<file path="src/rtl/pool_core.sv">
// 2x2 stride-2 signed max-pool engine: streams a channel-major feature map from an
// input BRAM (1-cycle latency) and writes one pooled element per window to an output BRAM.
module pool_core #(
    parameter int RD_AW = 18,
    parameter int WR_AW = 16,
    parameter int DW    = 8
) (
    input  logic             PCLK,
    input  logic             PRESETB,
    input  logic             pool_start,
    input  logic [5:0]       flen,
    input  logic [8:0]       in_channel,
    output logic             pool_done,
    output logic [31:0]      clk_counter,
    output logic             rd_en,
    output logic [RD_AW-1:0] rd_addr,
    input  logic [DW-1:0]    rd_data,
    output logic             wr_en,
    output logic [WR_AW-1:0] wr_addr,
    output logic [DW-1:0]    wr_data
);

    typedef enum logic [1:0] {IDLE, RUN, DONE} state_t;
    state_t state, state_nx;

    logic             start_d, go, zero_n, run_end;
    logic [5:0]       flen_r;
    logic [8:0]       ch_r;
    logic [4:0]       o_r;
    logic [11:0]      fsq;
    logic [8:0]       c, c_n;
    logic [4:0]       oy, ox, oy_n, ox_n;
    logic [1:0]       e, e_n;
    logic             last_rd;
    logic [RD_AW-1:0] addr_n;
    logic             rd_vld;
    logic [1:0]       rd_e;
    logic [DW-1:0]    mx, cur_max;
    logic [WR_AW-1:0] wk;

    assign go      = (state == IDLE) && pool_start && !start_d;
    assign zero_n  = (flen < 6'd2) || (in_channel == 9'd0);
    // Last write is the only write with no read in flight behind it.
    assign run_end = wr_en && !rd_en && !rd_vld;

    always_ff @(posedge PCLK or negedge PRESETB) begin
        if (!PRESETB) state <= IDLE;
        else          state <= state_nx;
    end

    always_comb begin
        state_nx = state;
        case (state)
            IDLE:    if (go) state_nx = zero_n ? DONE : RUN;
            RUN:     if (run_end) state_nx = DONE;
            DONE:    if (!pool_start) state_nx = IDLE;
            default: state_nx = IDLE;
        endcase
    end

    always_comb begin
        pool_done = (state == DONE);
    end

    // Read walker: ox fastest, then oy, then channel; e selects the element within a window.
    always_comb begin
        e_n  = e + 2'd1;
        ox_n = ox;
        oy_n = oy;
        c_n  = c;
        if (e == 2'd3) begin
            ox_n = ox + 5'd1;
            if (ox == o_r - 5'd1) begin
                ox_n = '0;
                oy_n = oy + 5'd1;
                if (oy == o_r - 5'd1) begin
                    oy_n = '0;
                    c_n  = c + 9'd1;
                end
            end
        end
        last_rd = (e == 2'd3) && (ox == o_r - 5'd1) && (oy == o_r - 5'd1) && (c == ch_r - 9'd1);
        addr_n  = RD_AW'(c_n) * RD_AW'(fsq)
                + RD_AW'({oy_n, e_n[1]}) * RD_AW'(flen_r)
                + RD_AW'({ox_n, e_n[0]});
    end

    always_comb begin
        if (rd_e == 2'd0)                        cur_max = rd_data;
        else if ($signed(rd_data) > $signed(mx)) cur_max = rd_data;
        else                                     cur_max = mx;
    end

    always_ff @(posedge PCLK or negedge PRESETB) begin
        if (!PRESETB) begin
            start_d     <= 1'b0;
            flen_r      <= '0;
            ch_r        <= '0;
            o_r         <= '0;
            fsq         <= '0;
            c           <= '0;
            oy          <= '0;
            ox          <= '0;
            e           <= '0;
            rd_en       <= 1'b0;
            rd_addr     <= '0;
            rd_vld      <= 1'b0;
            rd_e        <= '0;
            mx          <= '0;
            wk          <= '0;
            wr_en       <= 1'b0;
            wr_addr     <= '0;
            wr_data     <= '0;
            clk_counter <= '0;
        end else begin
            start_d <= pool_start;
            wr_en   <= 1'b0;
            if (go) begin
                flen_r      <= flen;
                ch_r        <= in_channel;
                o_r         <= flen[5:1];
                fsq         <= 12'(flen) * 12'(flen);
                c           <= '0;
                oy          <= '0;
                ox          <= '0;
                e           <= '0;
                rd_addr     <= '0;
                rd_en       <= !zero_n;
                rd_vld      <= 1'b0;
                wk          <= '0;
                clk_counter <= '0;
            end else if (state == RUN) begin
                if (clk_counter != 32'hFFFF_FFFF) clk_counter <= clk_counter + 32'd1;
                rd_vld <= rd_en;
                rd_e   <= e;
                if (rd_en) begin
                    if (last_rd) begin
                        rd_en <= 1'b0;
                    end else begin
                        e       <= e_n;
                        ox      <= ox_n;
                        oy      <= oy_n;
                        c       <= c_n;
                        rd_addr <= addr_n;
                    end
                end
                if (rd_vld) begin
                    mx <= cur_max;
                    if (rd_e == 2'd3) begin
                        wr_en   <= 1'b1;
                        wr_data <= cur_max;
                        wr_addr <= wk;
                        wk      <= wk + WR_AW'(1);
                    end
                end
            end
        end
    end

endmodule

</file>
<file path="config.mk">
export PLATFORM = sky130hd
export DESIGN_NAME = pool_core
export DESIGN_NICKNAME = d
export VERILOG_FILES = /design/src/rtl/pool_core.sv
export SDC_FILE = /design/constraint.sdc
export NUM_CORES = 1
export LEC_CHECK = 0
export ABC_CLOCK_PERIOD_IN_PS = 8800
export CORE_MARGIN = 10
export CORE_UTILIZATION = 30
export CTS_CLUSTER_DIAMETER = 30
export CTS_CLUSTER_SIZE = 14
export DETAILED_ROUTE_END_ITERATION = 6
export PLACE_DENSITY = 0.57
export SLEW_MARGIN = 40
export SYNTH_ARGS = -nofsm -noshare
export SYNTH_HDL_FRONTEND = slang
export SYNTH_SLANG_ARGS = --single-unit
</file>
<file path="constraint.sdc">
create_clock -name PCLK -period 8.8 [get_ports PCLK]
set_clock_uncertainty 0.05 [all_clocks]
set_input_delay 1.32 -clock PCLK [delete_from_list [all_inputs] [get_ports PCLK]]
set_output_delay 1.32 -clock PCLK [all_outputs]
set_load 0.1 [all_outputs]
</file>
==> metrics.yaml, run 1 <==
busiest_layer: "met2"
clock_latency_ps: 430
layout_min_cycle_time_ps: 8240
dr.first_iter.drc_count: 605
avgSynthCellArea_um2: 8.95
synth_area_leaders: "dfrtp_1, fa_1, ha_1, inv_1, nand2_1"
fin_crit_sh_pct: 93.7
num_rows: 76
yosysSeqAreaShare_pct: 28.9
nFillCells: 4493
gp_congestion: 0.841
critPathLaunchType: "register"
core_area_um2: 43300
cp.required_ps: 9110
yosys_warnings: 0
wl_per_cell_um: 14.7
grt_max_degree: 93
hp-class: "reg -> reg"
dpl-instance-area_um2: 14500
relSlewSlack_pct: 49.2
met2_usage_pct: 19.5
io_buffer_count: 102
synth_cell_types: 67
synth_area_um2: 13200
crit_type: "reg -> reg"
tns_ps: 0
cts_max_level: 4
ys_seq_elements: 152
initial_core_util_pct: 30.5
numCtsBuffers: 17
synth-main-ff-cell: "dfrtp_1"
power_density_nw_per_um2: 330
die-area_um2: 52700
worstMarginPinSlew_ps: 756
cts_root_buffer: "clkbuf_16"
final_nets: 1803
dp_hpwl_mm: 24.3
pre_cts_slack_ps: 471
slowest_delay_ps: 540
cts_hold_buf: 0
syn_to_final_growth_pct: 14.6
grt_usage_pct: 12.1
cts_tree: "done"
cp-end-kind: "register"
slew_viol_final: 0
arrival_ps: 8550
ant_nets: 0
clk_pin_slew_worst_paths_ps: 80
use_met1_pct: 16.9
postCtsSetupBuffers: 0
cpMostUsedCell: "fa_1"
status: "finished clean"
rsz0062_at_grt: "false"
dr.pass1.iters: 5
grt_pass1_wl_mm: 53.0
final_common_cell: "inv_1"
antenna_found_initial: 0
insertedDiodeCount: 0
drc_errors: 0
die_w_um: 230
crit_fanout: 13
cp_slowest_cell: "fa_1"
grt_use_met3_pct: 1.67
synth_edf_count: 0
overflow: 0
layout_common_cells: "inv_1, nand2_1, dfrtp_1"
hold_viol: 0
grt_pass1_vias: 10000
via_per_inst: 4.59
cts_buffer_depth: 2
p_leak_uw: 0.00755
setup_slack_ps: 555
synth.top_cell.area_share_pct: 28.9
netlist.top_cell.by_area: "dfrtp_1"
setup_viol: 0
postSynth.asyncResetShare_pct: 100
stdcell_area_um2: 15100
cts_num_sinks: 152
peakVddDrop_v: 0.000191
drt_wl_total_mm: 31.6
whs_ps: 425
netlist_instances: 1473
max_cap_violations: 0
critPathTopFamily: "adder cells"
fmax_mhz: 121
path_buf_inv: 5
vias: 9897
drive_gt1_share_pct: 9.92
ioPinCount: 103
dieHeight_um: 230
power breakdown:
| part | internal, uW | switching, uW |
|---|---|---|
| Combinational | 1110 | 1940 |
| Sequential | 896 | 257 |
| Clock | 432 | 351 |
worst reg2reg max path, stage by stage, from the launching register on:
cell      delay, ps
dfrtp_1         450
inv_1           200
ha_1            250
nor3b_1         320
xnor3_1         290
nand4_2         110
buf_4           210
nor2b_1         110
a22oi_1         490
nand2b_1        200
fa_1            440
fa_1            540
inv_1            50
fa_1            500
fa_1            540
inv_1            50
fa_1            500
fa_1            540
inv_1            40
ha_1            310
o21ai_0         120
a21oi_1         130
o21ai_0         240
a21oi_1         150
a41o_1          280
o41a_1          370
or4b_1          520
a32oi_1         200
registers in the layout (all words and copies together) (netlist names):
signal       flops
clk_counter     32
rd_addr         18
wk              16
wr_addr         16
fsq             10
c                9
ch_r             9
mx               8
wr_data          8
flen_r           6
ox               5
oy               5
e                2
rd_e             2
state            2
rd_en            1
rd_vld           1
start_d          1
wr_en            1
routing by layer:
layer  vias up  part of all wire (%)
met2       129                    47
met5         -                     0
met3        23                   2.4
met4         0                   1.1
li1       4905                     -
met1      4840                    50
synth_stat cells (all sizes together), types with 4 or more instances:
master  count
nand2b     28
o21ai      82
nand4      17
nor2b      23
xnor3       5
inv       215
a31oi      10
and4        5
o21a        7
fa        112
dfrtp     152
and3       10
xnor2      35
o31ai       5
a21o        6
nand3      68
a21oi      29
nand2     210
or3        11
or4         4
buf        18
nor2       85
xor2       49
and2       55
nor3       15
a21boi      4
nor4        7
ha        105
mux2       12
clkbuf     40
o22ai       4
path summary, 6_finish.rpt:
kind | start | to | slack, ps | cells after the start
setup / recovery | flen_r[1]$_DFFE_PN0P_ | rd_addr[16]$_DFFE_PN0P_ | 560 | 27
hold / removal | wr_addr[11]$_DFFE_PN0P_ | wr_addr[11]$_DFFE_PN0P_ | 420 | 2
setup reg to reg | flen_r[1]$_DFFE_PN0P_ | rd_addr[16]$_DFFE_PN0P_ | 560 | 27
hold reg to reg | wr_addr[11]$_DFFE_PN0P_ | wr_addr[11]$_DFFE_PN0P_ | 420 | 2
max in group asynchronous | PRESETB | fsq[2]$_DFFE_PN0P_ | 6780 | 2
min in group asynchronous | PRESETB | clk_counter[9]$_DFFE_PN0P_ | 860 | 1
layout make-up:
type                       instances  area (um2)  area share (%)
clock inverter                    14         179            1.18
inverter                         215         807            5.34
sequential                       152        3800            25.2
clock buffer                      18         429            2.84
timing repair buffer             121         785            5.19
tap                              585         732            4.84
multi-input combinational       1053        8380            55.4
through the flow:
| step | util [%] | cells | power [uW] |
|---|---|---|---|
| floorplan | - | 1478 | 3570 |
| global placement | 34.3 | 2124 | 4250 |
| detailed placement | 33.5 | 2124 | 4240 |
| CTS | 34.9 | 2156 | 5050 |
| global route | 34.9 | 2158 | 5490 |
| finish | 34.9 | 2158 | 4990 |
kinds of logic after synthesis:
logic type               synth area share [%]
AO/OA/AOI/OAI                            7.77
adder cells (fa/ha/maj)                  27.0
buffers and inverters                    7.90
other                                  0.0570
AND/OR/NAND/NOR                          20.5
XOR/XNOR                                 6.80
multiplexers                             1.10
flip-flops                               28.9
what timing repair did:
| action | in CTS | in global routing |
|---|---|---|
| setup endpoints to repair | 0 | 2 |
| gates resized for setup | 0 | 2 |
| hold endpoints to repair | 0 | 0 |
(Power assumes the default switching activity.)
==> inputs of run 2 (changes only) <==
--- a/config.mk
+++ b/config.mk
@@ -7,12 +7,13 @@
 export LEC_CHECK = 0
 export ABC_CLOCK_PERIOD_IN_PS = 8800
 export CORE_MARGIN = 10
-export CORE_UTILIZATION = 30
+export CORE_UTILIZATION = 42
 export CTS_CLUSTER_DIAMETER = 30
 export CTS_CLUSTER_SIZE = 14
 export DETAILED_ROUTE_END_ITERATION = 6
-export PLACE_DENSITY = 0.57
+export PLACE_DENSITY = 0.71
 export SLEW_MARGIN = 40
 export SYNTH_ARGS = -nofsm -noshare
 export SYNTH_HDL_FRONTEND = slang
 export SYNTH_SLANG_ARGS = --single-unit
+export TNS_END_PERCENT = 1
==> run 2 against run 1 <==
Sequential power is essentially flat. Maximum frequency shrank 0.77%. Register-to-register slack lost 60 ps. Die area shrank 26%. Worst setup slack lost 64 ps. Sequential cell count is the same. Power shrank 1.3%. Hold slack lost 3.3 ps. Non-clock buffer count shrank 3. Clock power shrank 10%. Final cell count shrank 8.9%. Critical path type unchanged. Largest cell class unchanged.
==> metrics.yaml, run 2 (synthesized netlist as in run 1, its figures left out) <==
dr.first_iter.drc_count: 567  # -6.3%
initial_core_util_pct: 42.9  # +12 points
p_switching_uw: 2540  # -0.50%
crit_type: "reg -> reg"
grt_max_degree: 85  # -8.6%
num_rows: 64  # -16%
pwr-share-comb_pct: 62.3  # +1.1 points
p_leak_uw: 0.00751  # -0.51%
syn_to_final_growth_pct: 12.5
cts_num_sinks: 152  # unchanged
drive_gt1_share_pct: 10.0  # +0.083 points
dpl-instance-area_um2: 14200  # -1.7%
p_seq_share_pct: 23.4  # +0.3 points
vias: 10200  # +2.8%
tns_ps: 0  # unchanged
dieHeight_um: 197  # -14%
slowest_delay_ps: 550  # about the same
peakVddDrop_v: 0.000206  # +7.5%
max_cap_violations: 0  # unchanged
hp-class: "reg -> reg"
final_common_cell: "inv_1"
antenna_found_initial: 0  # unchanged
cts_max_level: 4  # unchanged
multi_input_area_um2: 8400  # +0.31%
stdcell_area_um2: 14800  # -1.9%
via_per_inst: 5.18  # +13%
final_nets: 1800  # -0.17%
overflow: 0  # unchanged
swShare_pct: 51.5  # +0.40 points
drc_errors: 0  # unchanged
nFillCells: 2921  # -35%
cp.required_ps: 9090  # -20 ps
post_cts_resized: 0  # unchanged
critPathLaunchType: "register"
insertedDiodeCount: 0  # unchanged
ant_nets: 0  # unchanged
cts_tree: "done"
grt_pass1_wl_mm: 51.4  # -3.0%
grt_pass1_vias: 10400  # +3.5%
cp-end-kind: "register"
io_buffer_count: 102  # unchanged
layout_common_cells: "inv_1, nand2_1, dfrtp_1"
hold_viol: 0  # unchanged
cell_internal_pwr_uw: 2390  # -2.1%
die_w_um: 197  # -14%
slew_viol_final: 0  # unchanged
worstMarginPinSlew_ps: 770  # +13.6 ps
regMostFlops: "clk_counter"
gp_congestion: 0.886  # +5.4%
grt_usage_pct: 15.9  # +3.8 points
dp_hpwl_mm: 23.0  # -5.4%
drt_wl_total_mm: 30.3  # -4.2%
reg_top3: "clk_counter x32, rd_addr x18"
cts_hold_buf: 0  # unchanged
fmax_mhz: 120  # -0.77%
cp_slowest_cell: "fa_1"
arrival_ps: 8600  # +50 ps
numCtsBuffers: 17  # unchanged
status: "finished clean"
cts_root_buffer: "clkbuf_16"
ioPinCount: 103  # unchanged
core_area_um2: 30700  # -29%
clk_pin_slew_worst_paths_ps: 70  # about the same
clock_latency_ps: 430  # about the same
seq_area_um2: 3800  # unchanged
p_clk_share_pct: 14.3  # -1.4 points
cpMostUsedCell: "fa_1"
crit_fanout: 14  # +1
relSlewSlack_pct: 48.7  # -0.52 points
postCtsSetupBuffers: 0  # unchanged
die-area_um2: 38900  # -26%
largest_reg_flops: 32  # unchanged
wl_per_cell_um: 15.4  # +5.2%
power_density_nw_per_um2: 332  # +0.60%
rsz0062_at_grt: "false"
cts_buffer_depth: 2  # unchanged
dr.pass1.iters: 7  # +2
fin_crit_sh_pct: 94.4  # +0.72 points
setup_viol: 0  # unchanged
layout_min_cycle_time_ps: 8310  # +63.7 ps
## run 2: path summary, 6_finish.rpt
path | start | endpoint | slack, ps | cells past startpoint
max | flen_r[1]$_DFFE_PN0P_ | rd_addr[16]$_DFFE_PN0P_ | 490 | 28
min | wr_addr[1]$_DFFE_PN0P_ | wr_addr[1]$_DFFE_PN0P_ | 420 | 2
max reg2reg | flen_r[1]$_DFFE_PN0P_ | rd_addr[16]$_DFFE_PN0P_ | 490 | 28
min reg2reg | wr_addr[1]$_DFFE_PN0P_ | wr_addr[1]$_DFFE_PN0P_ | 420 | 2
max in group asynchronous | PRESETB | flen_r[3]$_DFFE_PN0P_ | 6670 | 2
min in group asynchronous | PRESETB | clk_counter[16]$_DFFE_PN0P_ | 850 | 1
## run 2: power by group through the flow
stage	clock (uW)	combinational, uW	sequential (uW)
3_3_place_gp	0	3040	1150
6_report	703	3070	1150
2_1_floorplan	0	2000	1570
3_5_place_dp	0	3060	1160
4_1_cts	719	3080	1150
5_1_grt	748	3470	1190
## run 2: critical path: cells and delay by family (launching register included)
| family | cells | cell delay, ps |
|---|---|---|
| simple gates | 8 | 2080 |
| flops | 1 | 440 |
| fa+ha+maj | 8 | 3650 |
| buf+inv | 6 | 620 |
| xor+xnor | 2 | 460 |
| compound gates | 4 | 910 |
## run 2: cell type report
| cell class | instances | area share [%] |
|---|---|---|
| sequential | 152 | 25.6 |
| clock inverter | 13 | 0.776 |
| tap | 396 | 3.34 |
| multi-input combinational | 1053 | 56.7 |
| timing repair buffer | 118 | 5.15 |
| inverter | 215 | 5.44 |
| clock buffer | 19 | 2.99 |
## run 2: metal layers
layer	global-route usage (%)	share of wire, %	vias to the layer above
li1	-	-	4900
met5	0	0	-
met4	2.65	0.85	0
met1	21.2	46	5035
met3	2.79	4.0	19
met2	26.7	49	225
## run 2: stage by stage
| stage | setup WS (ps) | power [uW] | hold slack [ps] | utilization [%] | cells |
|---|---|---|---|---|---|
| global placement | 653 | 4190 | 411 | 47.5 | 1933 |
| floorplan | 958 | 3570 | 409 | - | 1478 |
| finish | 491 | 4930 | 422 | 48.2 | 1966 |
| detailed placement | 377 | 4220 | 408 | 46.3 | 1933 |
| CTS | 311 | 4950 | 425 | 48.1 | 1965 |
| global route | 41.9 | 5400 | 444 | 48.2 | 1966 |
==> inputs of run 3 (changes only) <==
--- a/config.mk
+++ b/config.mk
@@ -12,6 +12,7 @@
 export CTS_CLUSTER_SIZE = 14
 export DETAILED_ROUTE_END_ITERATION = 6
 export PLACE_DENSITY = 0.71
+export REMOVE_ABC_BUFFERS = 1
 export SLEW_MARGIN = 40
 export SYNTH_ARGS = -nofsm -noshare
 export SYNTH_HDL_FRONTEND = slang
==> run 3 against run 2 <==
Clock power increased by 4.7%. Design area increased by 0.31%. Via count decreased by 0.25%. Combinational power about the same. Critical path depth decreased by 2. Core utilization increased by 0.15 points. Final cell count increased by 0.25%. First-iteration DRC count increased by 12%. Sequential power about the same. Global-route usage increased by 0.055 points. Critical path type unchanged.
==> metrics.yaml, run 3 (synthesized netlist as in run 1, its figures left out) <==
crit_start: "flen_r[1]$_DFFE_PN0P_"
rr_startpoint: "flen_r[1]$_DFFE_PN0P_"
cp.depth: 26  # -7.1%
ff2ff_path_depth: 26  # -7.1%
final_common_cell: "inv_1"
slew_viol_final: 0  # unchanged
ant_nets: 0  # unchanged
crit_end: "rd_addr[16]$_DFFE_PN0P_"
syn_to_final_growth_pct: 12.9
wl_met1_mm: 13.4  # -4.5%
tns_ps: 0  # unchanged
clk_pin_slew_worst_paths_ps: 70  # about the same
initial_core_util_pct: 42.9  # unchanged
cts_buffer_depth: 2  # unchanged
via_per_inst: 5.15  # -0.50%
hold_viol: 0  # unchanged
status: "finished clean"
ioPinCount: 103  # unchanged
wl_per_cell_um: 15.3  # -0.71%
crit_fanout: 10  # -4
worstMarginPinSlew_ps: 730  # -39.3 ps
grt_max_degree: 99  # +16%
vias: 10200  # -0.25%
r2r_end: "rd_addr[16]$_DFFE_PN0P_"
hp-class: "reg -> reg"
hp-start: "wr_addr[7]$_DFFE_PN0P_"
reg_top3: "clk_counter x32, rd_addr x18"
num_rows: 64  # unchanged
slowest_delay_ps: 550  # about the same
clock_latency_ps: 440  # about the same
layout.cells.non_filler: 1971  # +0.25%
nFillCells: 2881  # -1.4%
crit_type: "reg -> reg"
die-area_um2: 38900  # unchanged
fmax_mhz: 120  # -0.62%
drc_errors: 0  # unchanged
critPathTopFamily: "adder cells"
critPathLaunchType: "register"
route.met3.wl_mm: 1.19  # -2.2%
rsz0062_at_grt: "true"
cp_slowest_cell: "fa_1"
reg2reg_slack_ps: 440  # -50 ps
final_nets: 1805  # +0.28%
stdcell_area_um2: 14900  # +0.31%
grt_pass1_wl_mm: 51.4  # about the same
grt_pass1_vias: 10400  # +0.36%
cts_root_buffer: "clkbuf_16"
dr_wl_met2_mm: 15.2  # +2.7%
maxUsedRoutingLayer: "met5"
path_buf_inv: 4  # -2
relSlewSlack_pct: 51.3  # +2.6 points
cts_tree: "done"
grt_usage_pct: 15.9  # +0.055 points
core_area_um2: 30700  # unchanged
layout_common_cells: "inv_1, nand2_1, dfrtp_1"
gp_congestion: 0.881  # -0.54%
drt_wl_total_mm: 30.2  # -0.46%
dr.pass1.iters: 5  # -2
antenna_found_initial: 1  # +1
die_w_um: 197  # unchanged
largest_reg_flops: 32  # unchanged
insertedDiodeCount: 0  # unchanged
overflow: 0  # unchanged
layout_min_cycle_time_ps: 8360  # +51.9 ps
p_leak_uw: 0.00755  # +0.44%
cts_max_level: 4  # unchanged
dr.first_iter.drc_count: 634  # +12%
fin_util_pct: 48.4  # +0.15 points
setup_viol: 0  # unchanged
fin_crit_sh_pct: 95.0  # +0.59 points
dieHeight_um: 197  # unchanged
postCtsSetupBuffers: 0  # unchanged
peakVddDrop_v: 0.000237  # +15%
cp.required_ps: 9100  # about the same
power_uw: 4940  # +0.17%
dpl-instance-area_um2: 14300  # +0.26%
arrival_ps: 8660  # +60 ps
power_density_nw_per_um2: 332  # -0.14%
cpMostUsedCell: "fa_1"
cts_num_sinks: 152  # unchanged
cp-end-kind: "register"
dp_hpwl_mm: 22.9  # -0.35%
max_cap_violations: 0  # unchanged
dp.cells: 1939  # +0.31%
drive_gt1_share_pct: 10.2  # +0.16 points
numCtsBuffers: 17  # unchanged
io_buffer_count: 102  # unchanged
regMostFlops: "clk_counter"
==> run 3: changes by cell type in the layout (fill, tap and decap cells not counted), sizes merged <==
| cell | before | now |
|---|---|---|
| clkbuf | 20 | 18 |
| buf | 93 | 99 |
| clkinvlp | 4 | 3 |
| bufinv | 0 | 1 |
| clkinv | 3 | 2 |
| inv | 221 | 223 |
==> run 3: worst min-delay path by stage <==
stage	end	slack, ps	cells after the start
finish	wr_addr[7]$_DFFE_PN0P_	420	2
detailed placement	wr_addr[7]$_DFFE_PN0P_	410	2
global route	wr_addr[13]$_DFFE_PN0P_	450	2
floorplan	wr_addr[15]$_DFFE_PN0P_	410	2
CTS	wr_addr[7]$_DFFE_PN0P_	430	2
global placement	wr_addr[15]$_DFFE_PN0P_	410	2
==> run 3: layout make-up <==
cell class                      instances  area [um2]  share of cell area [%]
Clock buffer                           18         429                    2.88
Clock inverter                         14         155                    1.04
Inverter                              215         807                    5.42
Multi-Input combinational cell       1053        8390                    56.4
Sequential cell                       152        3800                    25.6
Tap cell                              396         495                    3.33
Timing Repair Buffer                  123         798                    5.37
==> run 3: where the power goes <==
| group | internal, uW | switching (uW) | total [uW] |
|---|---|---|---|
| clock | 402 | 334 | 736 |
| sequential | 897 | 260 | 1160 |
| combinational | 1110 | 1940 | 3040 |
==> run 3: worst register-to-register path, stage by stage (launching register included) <==
cell	delay, ps
dfrtp_1	440
inv_1	200
ha_1	230
nor3b_1	340
xnor3_1	230
nand3_2	200
nor2b_1	250
a22oi_1	480
nand2b_1	210
fa_1	460
fa_1	550
inv_1	60
fa_1	520
fa_1	540
inv_1	50
fa_1	500
fa_1	540
inv_1	40
ha_1	310
o21ai_0	110
a21oi_1	120
o21ai_0	280
a21oi_1	160
a41o_1	290
o41a_1	380
or4b_1	510
a32oi_1	220
==> run 3: layer usage <==
metal / vias up / GRT usage (%)
li1: 4898 / -
met2: 200 / 27.1
met4: 2 / 3.90
met3: 29 / 2.79
met5: - / 0
met1: 5025 / 20.6
==> run 3: per-stage QoR <==
step | hold WS (ps) | setup slack [ps]
after floorplan | 409 | 715
after global placement | 412 | 546
after detailed placement | 408 | 374
after CTS | 425 | 347
after global routing | 453 | -40.6
final | 421 | 440
==> run 3: timing repair <==
item                       CTS  global route
hold buffers                 0             0
setup endpoints to repair    0             3
resized for setup            0             3
==> RTL change 1, RTL diff (config.mk and constraints of run 2) <==
The parameter `WR_AW` goes from 16 to 14.
--- a/src/rtl/pool_core.sv
+++ b/src/rtl/pool_core.sv
@@ -3,5 +3,5 @@
 module pool_core #(
     parameter int RD_AW = 18,
-    parameter int WR_AW = 16,
+    parameter int WR_AW = 14,
     parameter int DW    = 8
 ) (
Ports: changed (resized wr_addr); port bits go from 103 to 101. No check against the original RTL was run, so the function may have changed too.
==> RTL change 1 against run 2 <==
Sequential share of layout area down 0.43 points; sequential cell count decreased by 4; total power up 3.4%; non-clock buffer count is 1 lower; setup slack gained 0.083 ns; area after synthesis shrank 0.78%; utilization down 0.34 points; wire length fell by 2.9%; cell area is 0.95% lower; largest power group unchanged; hold slack worse by 0.0028 ns.
==> RTL change 1: results <==
metrics = {
    "global_route": {
        "antenna_found_initial": 0,
        "track_usage": 0.155,
        "grt_first_pass_wirelength_mm": 50.3,
        "grt_max_degree": 78,
    },
    "logic_synthesis": {
        "yosysSeqAreaShare": 0.283,
        "yosysMostFrequentCell": "inv_1",
        "synthTopCellsByArea": "dfrtp_1, fa_1, ha_1, inv_1, nand2_1",
        "synth.mux.area_fraction": 0.0102,
        "syn_area_per_cell_um2": 9.00,
        "synth_flop_cell": "dfrtp_1",
        "synth_compound_area_frac": 0.0790,
        "synth.distinct_cells": 69,
        "synth_adder_area_share": 0.272,
        "synth_xor_area_frac": 0.0677,
        "async_flop_share": 1.00,
        "yosysWarnings": 0,
        "synth_common_cells": "inv_1, nand2_1, dfrtp_1",
    },
    "clocking": {
        "clockBufferDepth": 2,
        "numCtsBuffers": 17,
        "insertion_delay_ns": 0.44,
        "postCtsHoldBufs": 0,
        "cts.clk_slew.worst_paths_ns": 0.07,
        "postCtsSetupBuffers": 0,
        "cts-root-buf": "clkbuf_16",
        "htree_levels": 4,
    },
    "setup_path": {
        "crit_start": "flen_r[1]",
        "max_stage_delay_ns": 0.56,
        "cp.arrival_ns": 8.47,
        "slowest_stage": "fa_1",
        "critical_path_peak_fanout": 14,
    },
    "final_layout": {
        "drive_above_1_share": 0.101,
        "antenna_cells": 0,
        "reg_top3": "clk_counter (32), rd_addr (18)",
        "nets": 1778,
        "fill_cells": 2883,
    },
    "worst_hold_path": {
        "min_path_type": "register to register",
        "min_from": "wr_addr[13]",
    },
    "status": {
        "run_status": "completed",
    },
    "placement": {
        "port_buffers": 100,
        "post-dp-hpwl_mm": 22.1,
        "place.gp.congestion": 0.874,
    },
    "detailed_routing": {
        "wl_per_cell_um": 15.1,
        "drt-total-wl_mm": 29.4,
        "dr.pass1.iters": 5,
        "drtIter0Drc": 567,
        "vias": 10100,
    },
    "timing": {
        "max_slew.worst_pin.slew_ns": 0.815,
    },
    "power": {
        "ir_drop_mv": 0.176,
        "p_leak_nw": 7.41,
    },
}
==> RTL change 1: final timing paths <==
kind	endpoint	slack [ns]	cells past startpoint
max	rd_addr[17]	0.57	28
min	wr_addr[13]	0.42	2
max reg2reg	rd_addr[17]	0.57	28
min in group asynchronous	wr_data[5]	0.87	1
min reg2reg	wr_addr[13]	0.42	2
max in group asynchronous	wk[13]	6.65	2
==> RTL change 1: final cells by class <==
class	instances	area, um^2	share of cell area
clock buffers	18	429	0.0292
well taps	396	495	0.0337
inverters	217	815	0.0555
repair buffers	117	758	0.0516
clock inverters	14	120	0.00818
multi-input cells	1034	8370	0.570
flip-flops and latches	148	3700	0.252
==> RTL change 1: metal layers <==
metal	vias to the layer above	GRT usage	part of all wire
met5	-	0	0
met3	39	0.0272	0.044
met1	4989	0.195	0.43
met4	0	0.0464	0.018
met2	208	0.267	0.50
li1	4826	-	-
==> RTL change 1: power breakdown <==
part | total (mW) | internal, mW | switching (mW)
Clock | 0.697 | 0.369 | 0.328
Combinational | 3.19 | 1.09 | 2.11
Sequential | 1.21 | 0.903 | 0.303
==> RTL change 1: timing repair <==
item                                    in CTS  in global routing
endpoints found under the hold margin        0                  0
endpoints found under the setup margin       0                  2
gates resized for setup                      0                  3
==> RTL change 1: stage by stage <==
step	instance area (um^2)	hold WS (ns)	setup WS, ns
3_3_place_gp	14500	0.407	0.654
4_1_cts	14700	0.425	0.355
5_1_grt	14700	0.450	0.0147
3_5_place_dp	14100	0.408	0.430
6_report	14700	0.419	0.574
2_1_floorplan	13100	0.409	0.996
==> RTL change 1: critical path: cells and delay by family (launching register included) <==
family | cells | cell delay (ns)
simple gates | 7 | 1.97
buf+inv | 5 | 0.39
compound gates | 5 | 1.04
fa+ha+maj | 8 | 3.54
flops | 1 | 0.46
xor+xnor | 3 | 0.65
==> RTL change 2, RTL diff (config.mk and constraints of run 2) <==
Made on the original files. Encoding of `state_t`: now one-hot (3 bits for 3 states).
--- a/src/rtl/pool_core.sv
+++ b/src/rtl/pool_core.sv
@@ -21,5 +21,5 @@
 );
 
-    typedef enum logic [1:0] {IDLE, RUN, DONE} state_t;
+    typedef enum logic [2:0] {IDLE = 3'b001, RUN = 3'b010, DONE = 3'b100} state_t;
     state_t state, state_nx;
 
Behaviour: no difference found for any inputs over 4 cycles, from zero or initial values and one cycle with PRESETB low; so few cycles prove little.
==> RTL change 2 against run 2 <==
Synthesized cell count up 1.8%; global-route usage hardly changed; setup slack worse by 0.082 ns; utilization decreased by 0.43 points; first-iteration DRC count rose by 1.4%; sequential cell count is 1 higher; die area up 0.71%; cell area increased by 1.2%; non-clock buffer count up 4; area after synthesis is 0.79% higher; wire length rose by 1.2%.
Power is not compared: it rests on default switching activity, and its combinational part moved more than twofold at a synthesized area within 25%.
==> RTL change 2: results <==
metrics = {
    "timing": {
        "max_slew.worst_pin.slew_ns": 0.768,
    },
    "clocking": {
        "insertion_delay_ns": 0.44,
        "numCtsBuffers": 17,
        "htree_levels": 4,
        "clockBufferDepth": 2,
        "cts.clk_slew.worst_paths_ns": 0.08,
        "cts-root-buf": "clkbuf_16",
    },
    "detailed_routing": {
        "drt-total-wl_mm": 30.7,
        "via_per_inst": 5.10,
        "dr.pass1.iters": 5,
        "drc_errors": 0,
        "drtIter0Drc": 575,
    },
    "global_route": {
        "track_usage": 0.159,
        "grt_pass1_vias": 10400,
        "antenna_found_initial": 0,
        "grt_first_pass_wirelength_mm": 51.3,
        "grt_max_degree": 72,
    },
    "status": {
        "run_status": "completed",
    },
    "worst_hold_path": {
        "min_path_type": "register to register",
        "min_from": "wr_addr[7]",
    },
    "logic_synthesis": {
        "yosysWarnings": 0,
        "synth_common_cells": "inv_1, nand2_1, dfrtp_1",
        "async_flop_share": 1.00,
        "synth.distinct_cells": 63,
        "yosysSeqAreaShare": 0.288,
        "synthTopCellsByArea": "dfrtp_1, fa_1, ha_1, inv_1, nand2_1",
    },
    "final_layout": {
        "reg_top3": "clk_counter (32), rd_addr (18)",
        "nets": 1827,
        "antenna_cells": 0,
        "drive_above_1_share": 0.105,
        "fill_cells": 3033,
    },
    "setup_path": {
        "slowest_stage": "fa_1",
        "crit_start": "flen_r[1]",
        "max_stage_delay_ns": 0.55,
        "critical_path_peak_fanout": 10,
        "cp.arrival_ns": 8.65,
    },
    "placement": {
        "place.gp.congestion": 0.873,
        "post-dp-hpwl_mm": 23.4,
        "port_buffers": 102,
    },
    "power": {
        "p_sw_mw": 1.46,
        "p_leak_nw": 7.60,
        "ir_drop_mv": 0.135,
    },
}
RTL change 2: layout make-up:
class | count | share of cell area
Clock inverter | 15 | 0.0138
Tap cell | 402 | 0.0335
Clock buffer | 17 | 0.0283
Sequential cell | 153 | 0.255
Multi-Input combinational cell | 1068 | 0.561
Timing Repair Buffer | 122 | 0.0524
Inverter | 222 | 0.0556
RTL change 2: power by group through the flow:
stage | Sequential (mW) | Combinational (mW) | Clock, mW
final | 1.02 | 1.40 | 0.782
after global routing | 1.04 | 1.57 | 0.832
after CTS | 1.01 | 1.41 | 0.802
after detailed placement | 1.02 | 1.40 | 0
after global placement | 1.02 | 1.37 | 0
after floorplan | 1.10 | 0.989 | 0
RTL change 2: logic make-up (layout without fill, tap and decap cells):
logic type | after synthesis | in the layout | synth area share
compound gates | 189 | 189 | 0.0848
xor+xnor | 89 | 89 | 0.0665
fa+ha+maj | 217 | 217 | 0.268
buf+inv | 284 | 376 | 0.0820
flops | 153 | 153 | 0.288
mux | 14 | 14 | 0.0119
other cells | 2 | 7 | 0.000565
simple gates | 552 | 552 | 0.198
RTL change 2: worst max-delay path, delay by kind of cell (launching register included):
kind	cells	cell delay [ns]
AND/OR/NAND/NOR	6	1.42
XOR/XNOR	3	0.45
buffers and inverters	5	0.35
AO/OA/AOI/OAI	8	1.75
flip-flops	1	0.43
adder cells (fa/ha/maj)	8	3.81
RTL change 2: per-layer routing:
layer | wire [um] | vias up | track usage
li1 | - | 4966 | -
met1 | 14300 | 4968 | 0.216
met2 | 14500 | 236 | 0.258
met3 | 1360 | 29 | 0.0297
met4 | 404 | 0 | 0.0370
met5 | 0 | - | 0
RTL change 2: final timing paths:
check                      slack, ns          end  cells after the start
max in group asynchronous       6.83       wk[12]                      2
setup / recovery                0.41  rd_addr[17]                     30
min in group asynchronous       0.82   wr_data[3]                      1
hold reg to reg                 0.42   wr_addr[7]                      2
setup reg to reg                0.41  rd_addr[17]                     30
hold / removal                  0.42   wr_addr[7]                      2
RTL change 2: what timing repair did:
item | 4_1_cts | 5_1_grt
hold buffers | 0 | 0
resized for setup | 0 | 4
endpoints found under the setup margin | 0 | 3
setup buffers | 0 | 3
RTL change 2: through the flow:
step	total power, mW	worst slack (ns)	instances	cell area (um^2)
after floorplan	2.08	0.606	1505	13300
after global placement	2.39	0.457	1963	14700
after detailed placement	2.42	0.167	1964	14300
after CTS	3.22	0.158	1996	15000
after global routing	3.45	0.0212	1999	15000
final	3.19	0.409	1999	15000
